`config.mk`:
```
export PLATFORM = sky130hd
export DESIGN_NAME = tx_arbiter
export DESIGN_NICKNAME = d
export VERILOG_FILES = /design/src/rtl/tx_arb_pkg.sv /design/src/rtl/tx_arbiter_rr.sv /design/src/rtl/tx_arbiter.sv
export SDC_FILE = /design/constraint.sdc
export NUM_CORES = 1
export LEC_CHECK = 0
export BUFFER_PORTS_ARGS = -buffer_cell sky130_fd_sc_hd__buf_2
export CAP_MARGIN = 20
export CELL_PAD_IN_SITES_DETAIL_PLACEMENT = 1
export CELL_PAD_IN_SITES_GLOBAL_PLACEMENT = 1
export CORE_ASPECT_RATIO = 1.75
export CORE_MARGIN = 1
export CORE_UTILIZATION = 25
export CTS_BUF_LIST = sky130_fd_sc_hd__clkbuf_4
export DETAILED_ROUTE_END_ITERATION = 16
export PLACE_DENSITY = 0.63
export SLEW_MARGIN = 10
export SYNTH_ARGS = -nofsm -noshare
export SYNTH_HDL_FRONTEND = slang
export SYNTH_HIERARCHICAL = 1
export SYNTH_SLANG_ARGS = --single-unit
export TNS_END_PERCENT = 50
```
`constraint.sdc`:
```
create_clock -name clk -period 3.65 [get_ports clk]
set_input_delay 0.1825 -clock clk [delete_from_list [all_inputs] [get_ports clk]]
set_output_delay 0.1825 -clock clk [all_outputs]
set_load 0.02 [all_outputs]
```
`src/rtl/tx_arb_pkg.sv`:
```
// Shared types, defaults and helpers for the Dataflow_Tx round-robin arbiter.
package tx_arb_pkg;

  typedef enum logic [1:0] {
    IDLE  = 2'd0,
    START = 2'd1,
    SEND  = 2'd2,
    GAP   = 2'd3
  } state_t;

  localparam int unsigned DATA_W           = 8;
  localparam int unsigned FRAME_CYCLES_DEF = 11;
  localparam int unsigned GAP_W            = 4;

  // Index width that stays at least one bit for a single-entry pool.
  function automatic int unsigned clog2_min1(input int unsigned v);
    return (v > 1) ? $clog2(v) : 1;
  endfunction

endpackage

```
`src/rtl/tx_arbiter_rr.sv`:
```
// Combinational round-robin picker: first asserted request at or after ptr_i wins.
module rr_arbiter
  import tx_arb_pkg::*;
#(
  parameter int unsigned N_REQ = 4,
  parameter int unsigned ID_W  = clog2_min1(N_REQ)
) (
  input  logic [N_REQ-1:0] req_i,
  input  logic [ID_W-1:0]  ptr_i,
  output logic [N_REQ-1:0] gnt_o,
  output logic [ID_W-1:0]  gnt_id_o,
  output logic             any_o
);

  logic            found;
  logic [ID_W-1:0] idx;

  // Scan requesters in priority order starting at the pointer, wrapping at N_REQ.
  always_comb begin
    gnt_o    = '0;
    gnt_id_o = '0;
    found    = 1'b0;
    idx      = '0;
    for (int unsigned i = 0; i < N_REQ; i++) begin
      idx = ID_W'((32'(ptr_i) + i) % N_REQ);
      if (!found && req_i[idx]) begin
        gnt_o[idx] = 1'b1;
        gnt_id_o   = idx;
        found      = 1'b1;
      end
    end
  end

  assign any_o = |req_i;

endmodule

```
`src/rtl/tx_arbiter.sv`:
```
// Round-robin scheduler feeding one Dataflow_Tx; frames are timed by cycle count.
module tx_arbiter
  import tx_arb_pkg::*;
#(
  parameter int unsigned  n            = DATA_W,
  parameter int unsigned  N_REQ        = 4,
  parameter int unsigned  FRAME_CYCLES = FRAME_CYCLES_DEF,
  parameter int unsigned  GAP_CYCLES   = 0,
  localparam int unsigned ID_W         = clog2_min1(N_REQ)
) (
  input  logic               clk,
  input  logic               rst_n,
  input  logic               en,
  input  logic [N_REQ-1:0]   req_valid,
  input  logic [N_REQ*n-1:0] req_data,
  output logic [N_REQ-1:0]   req_ready,
  output logic               start_sig,
  output logic [n-1:0]       D,
  output logic [ID_W-1:0]    grant_id,
  output logic               busy,
  output logic               frame_done
);

  localparam int unsigned      CNT_W    = $clog2(FRAME_CYCLES + 1);
  localparam logic [CNT_W-1:0] CNT_LAST = CNT_W'(FRAME_CYCLES - 1);
  localparam logic [GAP_W-1:0] GAP_LAST = GAP_W'(GAP_CYCLES - 1);

  state_t            state_q, state_d;
  logic [CNT_W-1:0]  cnt_q, cnt_d;
  logic [GAP_W-1:0]  gap_q, gap_d;
  logic [ID_W-1:0]   ptr_q, ptr_d;
  logic [n-1:0]      data_q, data_d;
  logic [ID_W-1:0]   gid_q, gid_d;
  logic              start_q, busy_q, done_q;

  logic [N_REQ-1:0]  gnt;
  logic [ID_W-1:0]   gnt_id;
  logic              any;
  logic [n-1:0]      data_arr [N_REQ];

  rr_arbiter #(
    .N_REQ (N_REQ),
    .ID_W  (ID_W)
  ) u_rr (
    .req_i    (req_valid),
    .ptr_i    (ptr_q),
    .gnt_o    (gnt),
    .gnt_id_o (gnt_id),
    .any_o    (any)
  );

  // Unpack the flat request bus so the winner's byte is a plain index.
  for (genvar g = 0; g < N_REQ; g++) begin : g_unpack
    assign data_arr[g] = req_data[g*n +: n];
  end

  // Next-state, counters and the combinational accept strobe (held low in reset).
  always_comb begin
    state_d   = state_q;
    cnt_d     = cnt_q;
    gap_d     = gap_q;
    ptr_d     = ptr_q;
    data_d    = data_q;
    gid_d     = gid_q;
    req_ready = '0;
    unique case (state_q)
      IDLE: begin
        if (en && any && rst_n) begin
          req_ready = gnt;
          data_d    = data_arr[gnt_id];
          gid_d     = gnt_id;
          ptr_d     = (gnt_id == ID_W'(N_REQ - 1)) ? '0 : gnt_id + ID_W'(1);
          state_d   = START;
        end
      end
      START: begin
        cnt_d   = CNT_W'(1);
        state_d = SEND;
      end
      SEND: begin
        if (cnt_q == CNT_LAST) begin
          cnt_d = '0;
          gap_d = '0;
          state_d = (GAP_CYCLES > 0) ? GAP : IDLE;
        end else begin
          cnt_d = cnt_q + CNT_W'(1);
        end
      end
      GAP: begin
        if (gap_q == GAP_LAST) begin
          gap_d   = '0;
          state_d = IDLE;
        end else begin
          gap_d = gap_q + GAP_W'(1);
        end
      end
      default: state_d = IDLE;
    endcase
  end

  // State, datapath and output registers; outputs decode the next state so they align with it.
  always_ff @(posedge clk or negedge rst_n) begin
    if (!rst_n) begin
      state_q <= IDLE;
      cnt_q   <= '0;
      gap_q   <= '0;
      ptr_q   <= '0;
      data_q  <= '0;
      gid_q   <= '0;
      start_q <= 1'b0;
      busy_q  <= 1'b0;
      done_q  <= 1'b0;
    end else begin
      state_q <= state_d;
      cnt_q   <= cnt_d;
      gap_q   <= gap_d;
      ptr_q   <= ptr_d;
      data_q  <= data_d;
      gid_q   <= gid_d;
      start_q <= (state_d == START);
      busy_q  <= (state_d != IDLE);
      done_q  <= (state_d == SEND) && (cnt_d == CNT_LAST);
    end
  end

  assign start_sig  = start_q;
  assign D          = data_q;
  assign grant_id   = gid_q;
  assign busy       = busy_q;
  assign frame_done = done_q;

endmodule

```
==> metrics.md <==
| Metric | Value |
|---|---|
| Outcome | finished, final reports clean |
| GRT met2 Usage | 26.0% |
| CP max-delay cell | mux4_2 |
| Initial Util | 25.7% |
| RSZ-0062 raised after global routing | no |
| Clock-pin transition on the worst setup and hold timing paths | 160 ps |
| Vias in the first global route | 1656 |
| Post-synthesis net count | 241 |
| Placed Cells | 328 |
| Max incr delay on CP | 450 ps |
| CP bufs+invs | 3 |
| Max rail drop VDD | 0.313 mV |
| Crit end category | primary output |
| Post-layout util | 31.9% |
| DR iter-0 viols | 48 |
| First-pass GRT wire length | 8110 µm |
| Yosys Warn Count | 6 |
| EDFF count, synth | 0 |
| Data arrival, critical path | 2650 ps |
| Worst-Skew Late Latency | 360 ps |
| Fin worst setup slack | 821 ps |
| Largest net degree at the start of global routing | 28 |
| P&R area growth vs syn | 23.9% |
| Crit start category | flop |
| Fin. max-slew vios | 0 |
| Synth Cell Area | 0.00185 mm² |
| Vias per cell | 5.04 |
| Die X | 67.0 µm |
| Leak | 0.00114 µW |
| WL final | 5040 µm |
| Highest Clock Rate | 0.353 GHz |
| Sequential area share after synthesis | 33.9% |
| CTS buffer count | 3 |
| Final layout net count | 300 |
| Maxcap violations | 0 |
| Commonest cells after routing, fill and taps aside | buf_2, nand2_1, dfrtp_1 |
| Met1 global-route usage | 15.6% |
| Clock Sinks | 25 |
| Most common cell after layout, fill and taps aside | buf_2 |
| TritonCTS clock tree | done |
| Level count of the clock H-tree | 1 |
| GP Congestion | 0.829 |
| Fin crit period | 2830 ps |
| CP cell instances | inv_1 -> ha_1 -> mux4_2 -> nor2b_1 -> buf_4 -> a22oi_1 -> o21ai_0 -> and2_1 -> buf_2 |
| # setup viols final | 0 |
| Num rows | 41 |
| GRT Total Usage | 14.2% |
| Wire per inst | 15.1 µm |
| Relative slew slack | 61.4% |
| PD cells | 761 mW/mm² |
| Final hold vios | 0 |
| Non-Filler Instances | 334 |
| Synth unique cells | 41 |
| Pre-CTS setup slack | 859 ps |
| Total power | 1740 µW |
| # IOs | 56 |
| Clock Path Buffers | 2 |
| Top_reg_cell synth | dfrtp_1 |
| DRC | 0 |
| Critical Path Fanout Max | 9 |
| Post-Synthesis Cells | 189 |
| I/O Buffers | 55 |
| Mean post-synth cell area | 9.78 µm² |
| Crit path max-delay family | multiplexers |
| Layout cells sized above 1 | 34.4% |
| Final antenna-violating net count | 0 |
| Clock Skews | 9.08 ps |
| GR peak layer | met2 |
| Worst path required time | 3470 ps |
| Post-detail-place hpwl | 4010 µm |
| GR Util met3 | 0.984% |
| Via count | 1683 |
| Hold Crit Class | in2reg |
| Slew at the pin closest to its max-slew limit | 579 ps |
| Die ar. | 0.00775 mm² |
| Setup TNS | 0 ps |
| Core footprint | 0.00718 mm² |
| Initial antenna violation count | 0 |
| Post_cts resized | 0 |
| Period utilization | 77.5% |
| DRT Pass-1 Iters | 4 |
| Grt ovf | 0 |
| WS Path Type | reg2out |
| Async set-reset flop share out of synthesis | 100% |
| Seq cells post-synth | 25 |
| CTS Root Cell | clkbuf_4 |
| Die Ht | 116 µm |
per-stage QoR:
step | cell area, µm² | hold slack [ps]
2_1_floorplan | 1850 | -113
3_3_place_gp | 2250 | 206
3_5_place_dp | 2250 | 207
4_1_cts | 2290 | 205
5_1_grt | 2290 | 212
6_report | 2290 | 217
cells by family after synthesis:
logic type               count (synthesis)  share of synthesized area, %
adder cells (fa/ha/maj)                 13                          8.80
flip-flops                              25                          33.9
buffers and inverters                   19                          4.06
multiplexers                            13                          15.2
AO/OA/AOI/OAI                           46                          16.9
AND/OR/NAND/NOR                         73                          21.2
worst min-delay path, stage by stage:
cell and delay (ps):
buf_2 70, mux4_2 210, nand2_1 50, nand2_1 50
state kept, by name (all words and copies together) (netlist names):
| signal | cells |
|---|---|
| gap_q | 4 |
| frame_done | 1 |
| busy | 1 |
| cnt_q | 4 |
| grant_id | 2 |
| state_q | 2 |
| D | 8 |
| start_sig | 1 |
| ptr_q | 2 |
layer usage:
layer	routed length [µm]	vias to the layer above
met5	0	-
met4	142	0
met3	63	7
met2	2960	21
met1	1880	844
li1	-	811
what timing repair did:
action / in CTS / in global routing
setup buffers: 0 / 0
endpoints found under the hold margin: 25 / 0
hold buffers: 1 / 0
worst paths after layout:
check | slack [ps] | depth (start not counted) | start | end
setup / recovery | 820 | 9 | ptr_q[1] | req_ready[1]
max in group asynchronous | 3070 | 3 | rst_n | cnt_q[0]
hold reg to reg | 500 | 2 | grant_id[0] | grant_id[0]
setup reg to reg | 850 | 7 | ptr_q[0] | D[6]
min in group asynchronous | 310 | 3 | rst_n | D[3]
hold / removal | 220 | 4 | req_data[2] | D[2]
synthesized netlist by cell type (3+ instances only):
master | count | share of area, %
ha_1 | 13 | 8.8
inv_1 | 11 | 2.2
nor2_1 | 7 | 1.4
a22o_1 | 3 | 1.4
and2_1 | 4 | 1.4
dfrtp_1 | 25 | 34
nand2b_1 | 4 | 1.4
a21oi_1 | 3 | 0.81
nor2b_1 | 3 | 1.0
buf_2 | 3 | 0.81
clkbuf_1 | 5 | 1.0
mux4_2 | 12 | 15
nand3_1 | 4 | 1.1
o31ai_1 | 4 | 1.6
o21ai_0 | 15 | 4.1
a22oi_1 | 8 | 3.2
nand2_1 | 38 | 7.7
power by group:
part	switching [µW]	internal, µW	leakage [µW]
Clock	102	42.4	0.0000140
Sequential	66.4	372	0.000324
Combinational	640	519	0.000799
Total	808	934	0.00114
layout make-up:
class | count | area (µm²)
fillers | 870 | 4890
multi-input cells | 145 | 1150
flip-flops and latches | 25 | 626
repair buffers | 62 | 330
well taps | 86 | 108
inverters | 11 | 41.3
clock buffers | 3 | 22.5
clock inverters | 1 | 7.51
diodes | 1 | 2.50
Power figures use the tool's default switching activity.
